==> src/rtl/mole_game_core.sv <==
// -----------------------------------------------------------------------------
// mole_game_core
//
// Whack-a-mole game engine. It runs a round timer, spawns moles from a 16-bit
// LFSR into MAX_MOLES round-robin slots, turns each key strobe into a one-shot
// hit or miss, and keeps a saturating score.
//
// Strobe semantics: tick_1hz, tick_mole and key_valid are single-cycle strobes.
// Each one is consumed on the clock edge where it is high; there is no
// back-pressure. key_code is only looked at while key_valid is high.
// hit_pulse and miss_pulse are single-cycle outputs on the edge after the
// key strobe, and they never fire together.
//
// Ports
//   clk, rst     system clock, asynchronous active-high reset
//   in_game      game-enable level (already synchronised)
//   tick_1hz     one-cycle strobe per second (round timer)
//   tick_mole    one-cycle strobe per spawn period
//   key_valid    one-cycle strobe per debounced key press
//   key_code     key index, valid with key_valid
//   mole_mask    bit i set while a mole sits in cell i (registered)
//   hit_pulse    one cycle: the key matched a live mole
//   miss_pulse   one cycle: the key during PLAY matched no mole
//   score        current / final score, saturating
//   time_left    seconds remaining in the round
//   game_over    high while in OVER
//   state_dbg    FSM state: 0 = IDLE, 1 = PLAY, 2 = OVER
//
// Build option
//   MOLE_PENALTY_EN : when defined, every miss also takes one point off the
//                     score, saturating at 0.
// -----------------------------------------------------------------------------
module mole_game_core #(
    parameter int          NUM_CELLS = 16,
    parameter int          POS_W     = 4,
    parameter int          MAX_MOLES = 2,
    parameter int          GAME_SECS = 30,
    parameter int          SCORE_W   = 7,
    parameter logic [15:0] LFSR_SEED = 16'hACE1
) (
    input  logic                 clk,
    input  logic                 rst,
    input  logic                 in_game,
    input  logic                 tick_1hz,
    input  logic                 tick_mole,
    input  logic                 key_valid,
    input  logic [POS_W-1:0]     key_code,
    output logic [NUM_CELLS-1:0] mole_mask,
    output logic                 hit_pulse,
    output logic                 miss_pulse,
    output logic [SCORE_W-1:0]   score,
    output logic [6:0]           time_left,
    output logic                 game_over,
    output logic [1:0]           state_dbg
);

    localparam int                 PTR_W      = (MAX_MOLES > 1) ? $clog2(MAX_MOLES) : 1;
    localparam logic [POS_W:0]     CELL_LIMIT = (POS_W+1)'(NUM_CELLS);
    localparam logic [6:0]         SECS_INIT  = 7'(GAME_SECS);
    localparam logic [PTR_W-1:0]   PTR_LAST   = PTR_W'(MAX_MOLES - 1);
    localparam logic [SCORE_W-1:0] SCORE_MAX  = '1;

    typedef enum logic [1:0] {
        ST_IDLE = 2'd0,
        ST_PLAY = 2'd1,
        ST_OVER = 2'd2
    } state_t;

    state_t               state;
    logic                 in_game_q;
    logic [15:0]          lfsr;
    logic [POS_W-1:0]     slot_cell [MAX_MOLES];
    logic [MAX_MOLES-1:0] slot_valid;
    logic [PTR_W-1:0]     wr_ptr;

    logic [POS_W-1:0]     slot_cell_nxt [MAX_MOLES];
    logic [MAX_MOLES-1:0] slot_valid_nxt;
    logic [PTR_W-1:0]     wr_ptr_nxt;
    logic [NUM_CELLS-1:0] mask_nxt;
    logic [MAX_MOLES-1:0] key_match;
    logic                 cand_clash;

    logic [POS_W-1:0] cand;
    logic             lfsr_fb;
    logic             game_start;
    logic             play_active;
    logic             key_event;
    logic             do_hit;
    logic             do_miss;
    logic             do_spawn;
    logic             final_tick;
    logic             slot_clear;

    assign state_dbg = state;

    // Fibonacci LFSR, taps 16,14,13,11.
    assign lfsr_fb = lfsr[15] ^ lfsr[13] ^ lfsr[12] ^ lfsr[10];
    assign cand    = lfsr[POS_W-1:0];

    assign game_start  = (state == ST_IDLE) && in_game && !in_game_q;
    assign play_active = (state == ST_PLAY) && in_game;

    // Key and spawn decisions are both taken from the slot contents before
    // the edge. A key therefore cannot hit a mole that spawns in the same
    // cycle, but it can hit the old mole in a slot that the spawn overwrites.
    always_comb begin
        key_match  = '0;
        cand_clash = 1'b0;
        for (int i = 0; i < MAX_MOLES; i++) begin
            key_match[i] = slot_valid[i] && (slot_cell[i] == key_code);
            // The slot about to be overwritten does not block its own refill.
            if (slot_valid[i] && (slot_cell[i] == cand) && (PTR_W'(i) != wr_ptr))
                cand_clash = 1'b1;
        end
    end

    assign key_event  = play_active && key_valid && ({1'b0, key_code} < CELL_LIMIT);
    assign do_hit     = key_event && (|key_match);
    assign do_miss    = key_event && !(|key_match);
    assign do_spawn   = play_active && tick_mole && ({1'b0, cand} < CELL_LIMIT) && !cand_clash;
    assign final_tick = play_active && tick_1hz && (time_left == 7'd1);
    assign slot_clear = game_start || ((state == ST_PLAY) && !in_game) || final_tick;

    // Next slot contents. A hit clears its slot first, so a spawn into the
    // same slot in the same cycle leaves the new mole in place.
    always_comb begin
        slot_valid_nxt = slot_valid;
        wr_ptr_nxt     = wr_ptr;
        for (int i = 0; i < MAX_MOLES; i++)
            slot_cell_nxt[i] = slot_cell[i];
        if (slot_clear) begin
            slot_valid_nxt = '0;
            wr_ptr_nxt     = '0;
        end else begin
            if (do_hit)
                slot_valid_nxt = slot_valid & ~key_match;
            if (do_spawn) begin
                slot_valid_nxt[wr_ptr] = 1'b1;
                slot_cell_nxt[wr_ptr]  = cand;
                wr_ptr_nxt = (wr_ptr == PTR_LAST) ? '0 : wr_ptr + 1'b1;
            end
        end
    end

    always_comb begin
        mask_nxt = '0;
        for (int c = 0; c < NUM_CELLS; c++)
            for (int i = 0; i < MAX_MOLES; i++)
                if (slot_valid_nxt[i] && (slot_cell_nxt[i] == POS_W'(c)))
                    mask_nxt[c] = 1'b1;
    end

    always_ff @(posedge clk or posedge rst) begin
        if (rst) begin
            lfsr      <= LFSR_SEED;
            in_game_q <= 1'b0;
        end else begin
            lfsr      <= {lfsr[14:0], lfsr_fb};
            in_game_q <= in_game;
        end
    end

    always_ff @(posedge clk or posedge rst) begin
        if (rst) begin
            slot_valid <= '0;
            wr_ptr     <= '0;
            mole_mask  <= '0;
            for (int i = 0; i < MAX_MOLES; i++)
                slot_cell[i] <= '0;
        end else begin
            slot_valid <= slot_valid_nxt;
            wr_ptr     <= wr_ptr_nxt;
            mole_mask  <= mask_nxt;
            for (int i = 0; i < MAX_MOLES; i++)
                slot_cell[i] <= slot_cell_nxt[i];
        end
    end

    // Game FSM with registered score, timer and event pulses.
    always_ff @(posedge clk or posedge rst) begin
        if (rst) begin
            state      <= ST_IDLE;
            score      <= '0;
            time_left  <= SECS_INIT;
            game_over  <= 1'b0;
            hit_pulse  <= 1'b0;
            miss_pulse <= 1'b0;
        end else begin
            hit_pulse  <= do_hit;
            miss_pulse <= do_miss;
            case (state)
                ST_IDLE: begin
                    if (game_start) begin
                        state     <= ST_PLAY;
                        score     <= '0;
                        time_left <= SECS_INIT;
                    end
                end
                ST_PLAY: begin
                    if (!in_game) begin
                        state <= ST_IDLE;          // abort keeps the score
                    end else begin
                        if (do_hit && (score != SCORE_MAX))
                            score <= score + 1'b1;
`ifdef MOLE_PENALTY_EN
                        else if (do_miss && (score != '0))
                            score <= score - 1'b1;
`endif
                        // The key above is scored before the final tick ends the round.
                        if (tick_1hz) begin
                            time_left <= time_left - 1'b1;
                            if (time_left == 7'd1) begin
                                state     <= ST_OVER;
                                game_over <= 1'b1;
                            end
                        end
                    end
                end
                ST_OVER: begin
                    if (!in_game) begin
                        state     <= ST_IDLE;
                        game_over <= 1'b0;
                    end
                end
                default: state <= ST_IDLE;
            endcase
        end
    end

endmodule

==> config.mk <==
export PLATFORM = sky130hd
export DESIGN_NAME = mole_game_core
export DESIGN_NICKNAME = d
export VERILOG_FILES = /design/src/rtl/mole_game_core.sv
export SDC_FILE = /design/constraint.sdc
export NUM_CORES = 1
export LEC_CHECK = 0
export CORE_UTILIZATION = 25
export DETAILED_ROUTE_END_ITERATION = 10
export PLACE_DENSITY_LB_ADDON = 0.2
export SYNTH_ARGS = -nofsm -noshare
export SYNTH_HDL_FRONTEND = slang
export SYNTH_SLANG_ARGS = --single-unit
==> constraint.sdc <==
create_clock -name clk -period 3.6 [get_ports clk]
set_input_delay 0.54 -clock clk [delete_from_list [all_inputs] [get_ports clk]]
set_output_delay 0.54 -clock clk [all_outputs]
set_load 0.02 [all_outputs]
==> results of run 1 <==
## placed cells by master (no fill, tap or decap), types with 4 or more instances in the layout
| master | instances |
|---|---|
| dfrtp_1 | 51 |
| clkdlybuf4s50_1 | 44 |
| and2_1 | 4 |
| clkbuf_16 | 9 |
| dfstp_2 | 12 |
| o22ai_1 | 16 |
| and3_1 | 10 |
| nor3_1 | 6 |
| mux2_4 | 4 |
| nor2_1 | 18 |
| inv_1 | 10 |
| nand3_1 | 10 |
| nand2_1 | 29 |
| o21ai_0 | 8 |
| xnor2_1 | 9 |
| xor2_1 | 18 |
| nor2b_1 | 8 |
| mux2i_1 | 7 |
| buf_4 | 5 |
| a21oi_1 | 9 |
| a31oi_1 | 4 |
## sequential cells by signal, indices dropped and copies added, names as in the netlist
| signal | flops |
|---|---|
| lfsr | 16 |
| miss_pulse | 1 |
| score | 7 |
| hit_pulse | 1 |
| time_left | 7 |
| slot_cell | 8 |
| mole_mask | 16 |
| state_dbg | 2 |
| wr_ptr | 1 |
| game_over | 1 |
| in_game_q | 1 |
| slot_valid | 2 |
## final timing paths
check	from	endpoint	cells after the start
min in group asynchronous	rst	lfsr[9]	2
min reg2reg	lfsr[8]	lfsr[9]	0
max in group asynchronous	rst	lfsr[15]	3
max reg2reg	lfsr[0]	slot_cell[5]	5
min	lfsr[8]	lfsr[9]	0
max	lfsr[0]	slot_cell[5]	5
## routing by layer
metal | part of all wire | vias to the layer above
met5 | 0 | -
li1 | - | 1188
met2 | 0.46 | 49
met1 | 0.49 | 1212
met3 | 0.039 | 8
met4 | 0.015 | 0
## cells by family (layout without fill, tap and decap cells)
family                   count (synthesis)  after routing  share of synthesized area
AND/OR/NAND/NOR                        106            106                      0.179
XOR/XNOR                                27             27                     0.0734
buffers and inverters                   29             76                     0.0380
multiplexers                            13             13                     0.0474
flip-flops                              63             63                      0.494
AO/OA/AOI/OAI                           67             67                      0.157
adder cells (fa/ha/maj)                  3              3                     0.0116
## where the power goes
part | internal, W | switching, W | leakage, nW
sequential | 0.000745 | 0.0000448 | 0.824
combinational | 0.0000968 | 0.000142 | 0.758
clock | 0.000606 | 0.000321 | 0.152
## area by class of cell
class | count | area (µm²)
fill | 1303 | 8460
sequential | 63 | 1590
multi-input combinational | 216 | 1510
timing repair buffer | 49 | 478
clock buffer | 9 | 225
tap | 172 | 215
clock inverter | 7 | 97.6
inverter | 11 | 41.3
## metrics by stage
| step | hold WS (ns) | utilization |
|---|---|---|
| finish | 0.349 | 0.330 |
| global placement | 0.337 | 0.304 |
| global route | 0.359 | 0.330 |
| detailed placement | 0.343 | 0.304 |
| floorplan | 0.331 | - |
| CTS | 0.352 | 0.330 |
## critical path: stages (launching register included)
cell     delay (ns)
dfstp_2        0.69
xnor2_1        0.15
nand3_1        0.17
o31ai_2        0.91
nor2_1         0.30
mux2_2         0.35
==> flow_metrics.env, run 1 <==
export IMPL_status="completed"
export IMPL_fin_nets=363
export IMPL_die_h_um=116
export IMPL_syn_nets=321
export IMPL_syn_to_final_growth_pct=29.2
export IMPL_ir_drop_mv=0.207
export IMPL_use_met1=0.191
export IMPL_synth_seq_cells=63
export IMPL_synthArstFlopShare=1.00
export IMPL_placed_cells=511
export IMPL_globalRouteMet3Util=0.0262
export IMPL_end_kind="flip-flop"
export IMPL_max_freq_mhz=372
export IMPL_hold_viol=0
export IMPL_die_w_um=116
export IMPL_post_route_period_util=0.747
export IMPL_p_total_w=0.00196
export IMPL_grt_busiest_layer="met2"
export IMPL_max_slew_worst_pin_slew_ns=1.03
export IMPL_vias_per_cell=4.66
export IMPL_fin_area_um2=4160
export IMPL_drive_above_1_share=0.152
export IMPL_grt_ovfl_total=0
export IMPL_place_congestion=0.817
export IMPL_fin_crit_ns=2.69
export IMPL_cts_tree="yes"
export IMPL_setup_viol=0
export IMPL_initial_core_util=0.255
export IMPL_clockBufferDepth=2
export IMPL_rows=41
export IMPL_drtIter0Drc=186
export IMPL_synth_most_common_cell="dfrtp_1"
export IMPL_wl_per_cell_um=15.6
export IMPL_vias=2457
export IMPL_drv_slew=0
export IMPL_synth_avg_cell_area_um2=10.5
export IMPL_worst_clock_skew_ns=0.0102
export IMPL_p_per_area_nw_per_um2=470
export IMPL_ys_types=56
export IMPL_grt_antenna_before_repair=0
export IMPL_use_met2=0.199
export IMPL_start_kind="flip-flop"
export IMPL_cts_setup_buffers=0
export IMPL_seq_area_frac_synth=0.494
export IMPL_cts_reportedPaths_clkPinSlew_ns=0.06
export IMPL_placed_area_um2=3840
export IMPL_cts_root_buffer="clkbuf_16"
export IMPL_crit_path_max_fanout=16
export IMPL_synth_common_cells="dfrtp_1 (51), nand2_1 (29), nor2_1 (18), xor2_1 (18), o22ai_1 (16)"
export IMPL_stdcell_count=527
export IMPL_grt_max_degree=29
export IMPL_syn_area_um2=3220
export IMPL_cts_max_level=3
export IMPL_tns_ns=0
export IMPL_rsz0062_at_grt="false"
export IMPL_yosys_top_cells_area="dfrtp_1 (40%), dfstp_2 (9.8%), xor2_1 (4.9%)"
export IMPL_worst_slack_ns=0.911
export IMPL_die_area_um2=13400
export IMPL_drc=0
export IMPL_cts_hold_buf=0
export IMPL_yosysWarnings=0
export IMPL_grt_usage=0.134
export IMPL_synth_edff_count=0
export IMPL_netlist_instances=308
export IMPL_finalWirelength_um=8200
export IMPL_dp_hpwl_um=5940
export IMPL_io_pins=45
export IMPL_leakage_nw=1.73
export IMPL_maxCapViolCount=0
export IMPL_ant_nets=0
export IMPL_core_um2=12600
export IMPL_slew_headroom=0.309
export IMPL_synthFlopType="dfrtp_1"
export IMPL_reg2reg_slack_ns=0.91
export IMPL_dr_pass1_iters=4
export IMPL_clock_sinks=63
export IMPL_required_ns=3.81
export IMPL_cts_made_buffers=9
export IMPL_cts_resized_gates=0
export IMPL_crit_type="reg2reg"
export IMPL_synth_top_area_cell="dfrtp_1"
export IMPL_synth_top_area_frac=0.396
export IMPL_clock_latency_ns=0.33
export IMPL_grt_pass1_vias=2453
export IMPL_antenna_cells=0
export IMPL_io_buffers=44
export IMPL_hp_class="reg2reg"
export IMPL_cp_arrival_ns=2.90
export IMPL_preCtsSetupSlack_ns=0.570
export IMPL_grt_pass1_wl_um=13300
(Power assumes the default switching activity.)
==> inputs of run 2 (changes only) <==
clock period = 2.3 ns   (was 3.6 ns; I/O delays follow)
==> flow_metrics.env, run 2 (synthesis results as in run 1) <==
export IMPL_preCtsSetupSlack_ns=-0.156
export IMPL_crit_type="reg2reg"
export IMPL_vias_per_cell=4.62
export IMPL_clockBufferDepth=2
export IMPL_status="completed"
export IMPL_maxCapViolCount=0
export IMPL_cts_max_level=3
export IMPL_ir_drop_mv=0.347
export IMPL_final_common_cell="dfrtp_1"
export IMPL_cts_hold_buf=0
export IMPL_io_buffers=44
export IMPL_drv_slew=0
export IMPL_die_area_um2=13400
export IMPL_max_slew_worst_pin_slew_ns=0.563
export IMPL_max_freq_mhz=462
export IMPL_min_delay_start="lfsr[8]"
export IMPL_finalWirelength_um=8570
export IMPL_grt_pass1_wl_um=13900
export IMPL_grt_antenna_before_repair=0
export IMPL_io_pins=45
export IMPL_dp_hpwl_um=6340
export IMPL_cts_made_buffers=9
export IMPL_crit_path_start="time_left[3]"
export IMPL_cp_arrival_ns=2.36
export IMPL_syn_to_final_growth_pct=41.3
export IMPL_cts_reportedPaths_clkPinSlew_ns=0.06
export IMPL_clock_latency_ns=0.34
export IMPL_drc=0
export IMPL_grt_pass1_vias=2663
export IMPL_hp_class="reg2reg"
export IMPL_worst_slack_ns=0.137
export IMPL_end_kind="flip-flop"
export IMPL_layout_common_cells="dfrtp_1 (51), buf_4 (49), clkdlybuf4s50_1 (44)"
export IMPL_drtIter0Drc=198
export IMPL_cts_tree="yes"
export IMPL_fin_nets=410
export IMPL_grt_max_degree=33
export IMPL_post_route_period_util=0.940
export IMPL_core_um2=12600
export IMPL_drive_above_1_share=0.254
export IMPL_dr_pass1_iters=4
export IMPL_setup_viol=0
export IMPL_start_kind="flip-flop"
export IMPL_rsz0062_at_grt="false"
export IMPL_cts_root_buffer="clkbuf_16"
export IMPL_top_regs="lfsr (16), mole_mask (16), slot_cell (8)"
export IMPL_grt_usage=0.142
export IMPL_antenna_cells=0
export IMPL_p_per_area_nw_per_um2=683
export IMPL_path_cells="nor4_4, nand4b_2, a311oi_4, nor2_2, buf_12, a32oi_1, o22ai_1"
export IMPL_required_ns=2.49
export IMPL_p_total_w=0.00311
export IMPL_worst_clock_skew_ns=0.00786
export IMPL_initial_core_util=0.255
export IMPL_die_h_um=116
export IMPL_rows=41
export IMPL_fin_crit_ns=2.16
export IMPL_stdcell_count=574
export IMPL_rr_startpoint="time_left[3]"
export IMPL_leakage_nw=1.98
export IMPL_vias=2652
export IMPL_hold_viol=0
export IMPL_die_w_um=116
export IMPL_clock_sinks=63
export IMPL_place_congestion=0.866
export IMPL_fin_util=0.361
export IMPL_crit_path_max_fanout=10
export IMPL_cpPeakStageDelay_ns=0.42
export IMPL_slew_headroom=0.624
export IMPL_ant_nets=0
export IMPL_placed_cells=558
export IMPL_wl_per_cell_um=14.9
export IMPL_grt_ovfl_total=0
export IMPL_slowest_stage="a311oi_4"
run 2: layout make-up:
class | count | area [µm²]
timing repair buffer | 96 | 868
fill | 1286 | 8070
sequential | 63 | 1590
tap | 172 | 215
multi-input combinational | 216 | 1530
inverter | 11 | 41.3
clock inverter | 6 | 68.8
clock buffer | 10 | 239
run 2: worst paths after layout:
path,end,slack [ns],cells past startpoint
min,lfsr[9],0.35,0
min reg2reg,lfsr[9],0.35,0
max reg2reg,mole_mask[8],0.14,7
max in group asynchronous,lfsr[7],1.28,3
min in group asynchronous,score[4],0.39,2
max,mole_mask[8],0.14,7
run 2: per-layer routing:
layer	GRT usage	vias to the layer above	wire length (µm)
met5	0	-	0
li1	-	1286	-
met1	0.194	1279	4150
met3	0.0282	14	327
met4	0.0797	0	201
met2	0.209	73	3890
run 2: metrics by stage:
step,instance area (µm²),setup TNS (ns),hold WS (ns)
after floorplan,3220,0,0.331
after global placement,4230,-1.54,0.336
after detailed placement,4230,-1.71,0.338
after CTS,4530,0,0.348
after global routing,4550,0,0.352
final,4550,0,0.347
run 2: repair_timing:
item,CTS,global route
setup buffers,0,0
setup endpoints to repair,0,21
gates resized for setup,0,3
run 2: critical path: cells and delay by family (launching register included):
kind | cells | cell delay, ns
DFF | 1 | 0.38
and+or+nand+nor | 3 | 0.62
buffers and inverters | 1 | 0.16
AOI/OAI and AO/OA | 3 | 0.86
run 2: report_power, final:
group | switching, W | internal, W
Sequential | 0.0000533 | 0.00117
Clock | 0.000533 | 0.000871
Combinational | 0.000267 | 0.000220
==> inputs of run 3 (changes only) <==
SKIP_CTS_REPAIR_TIMING = 1   (was default)
==> results of run 3 <==
Same layout as run 2: the final DEF is identical, and so are final timing and power.
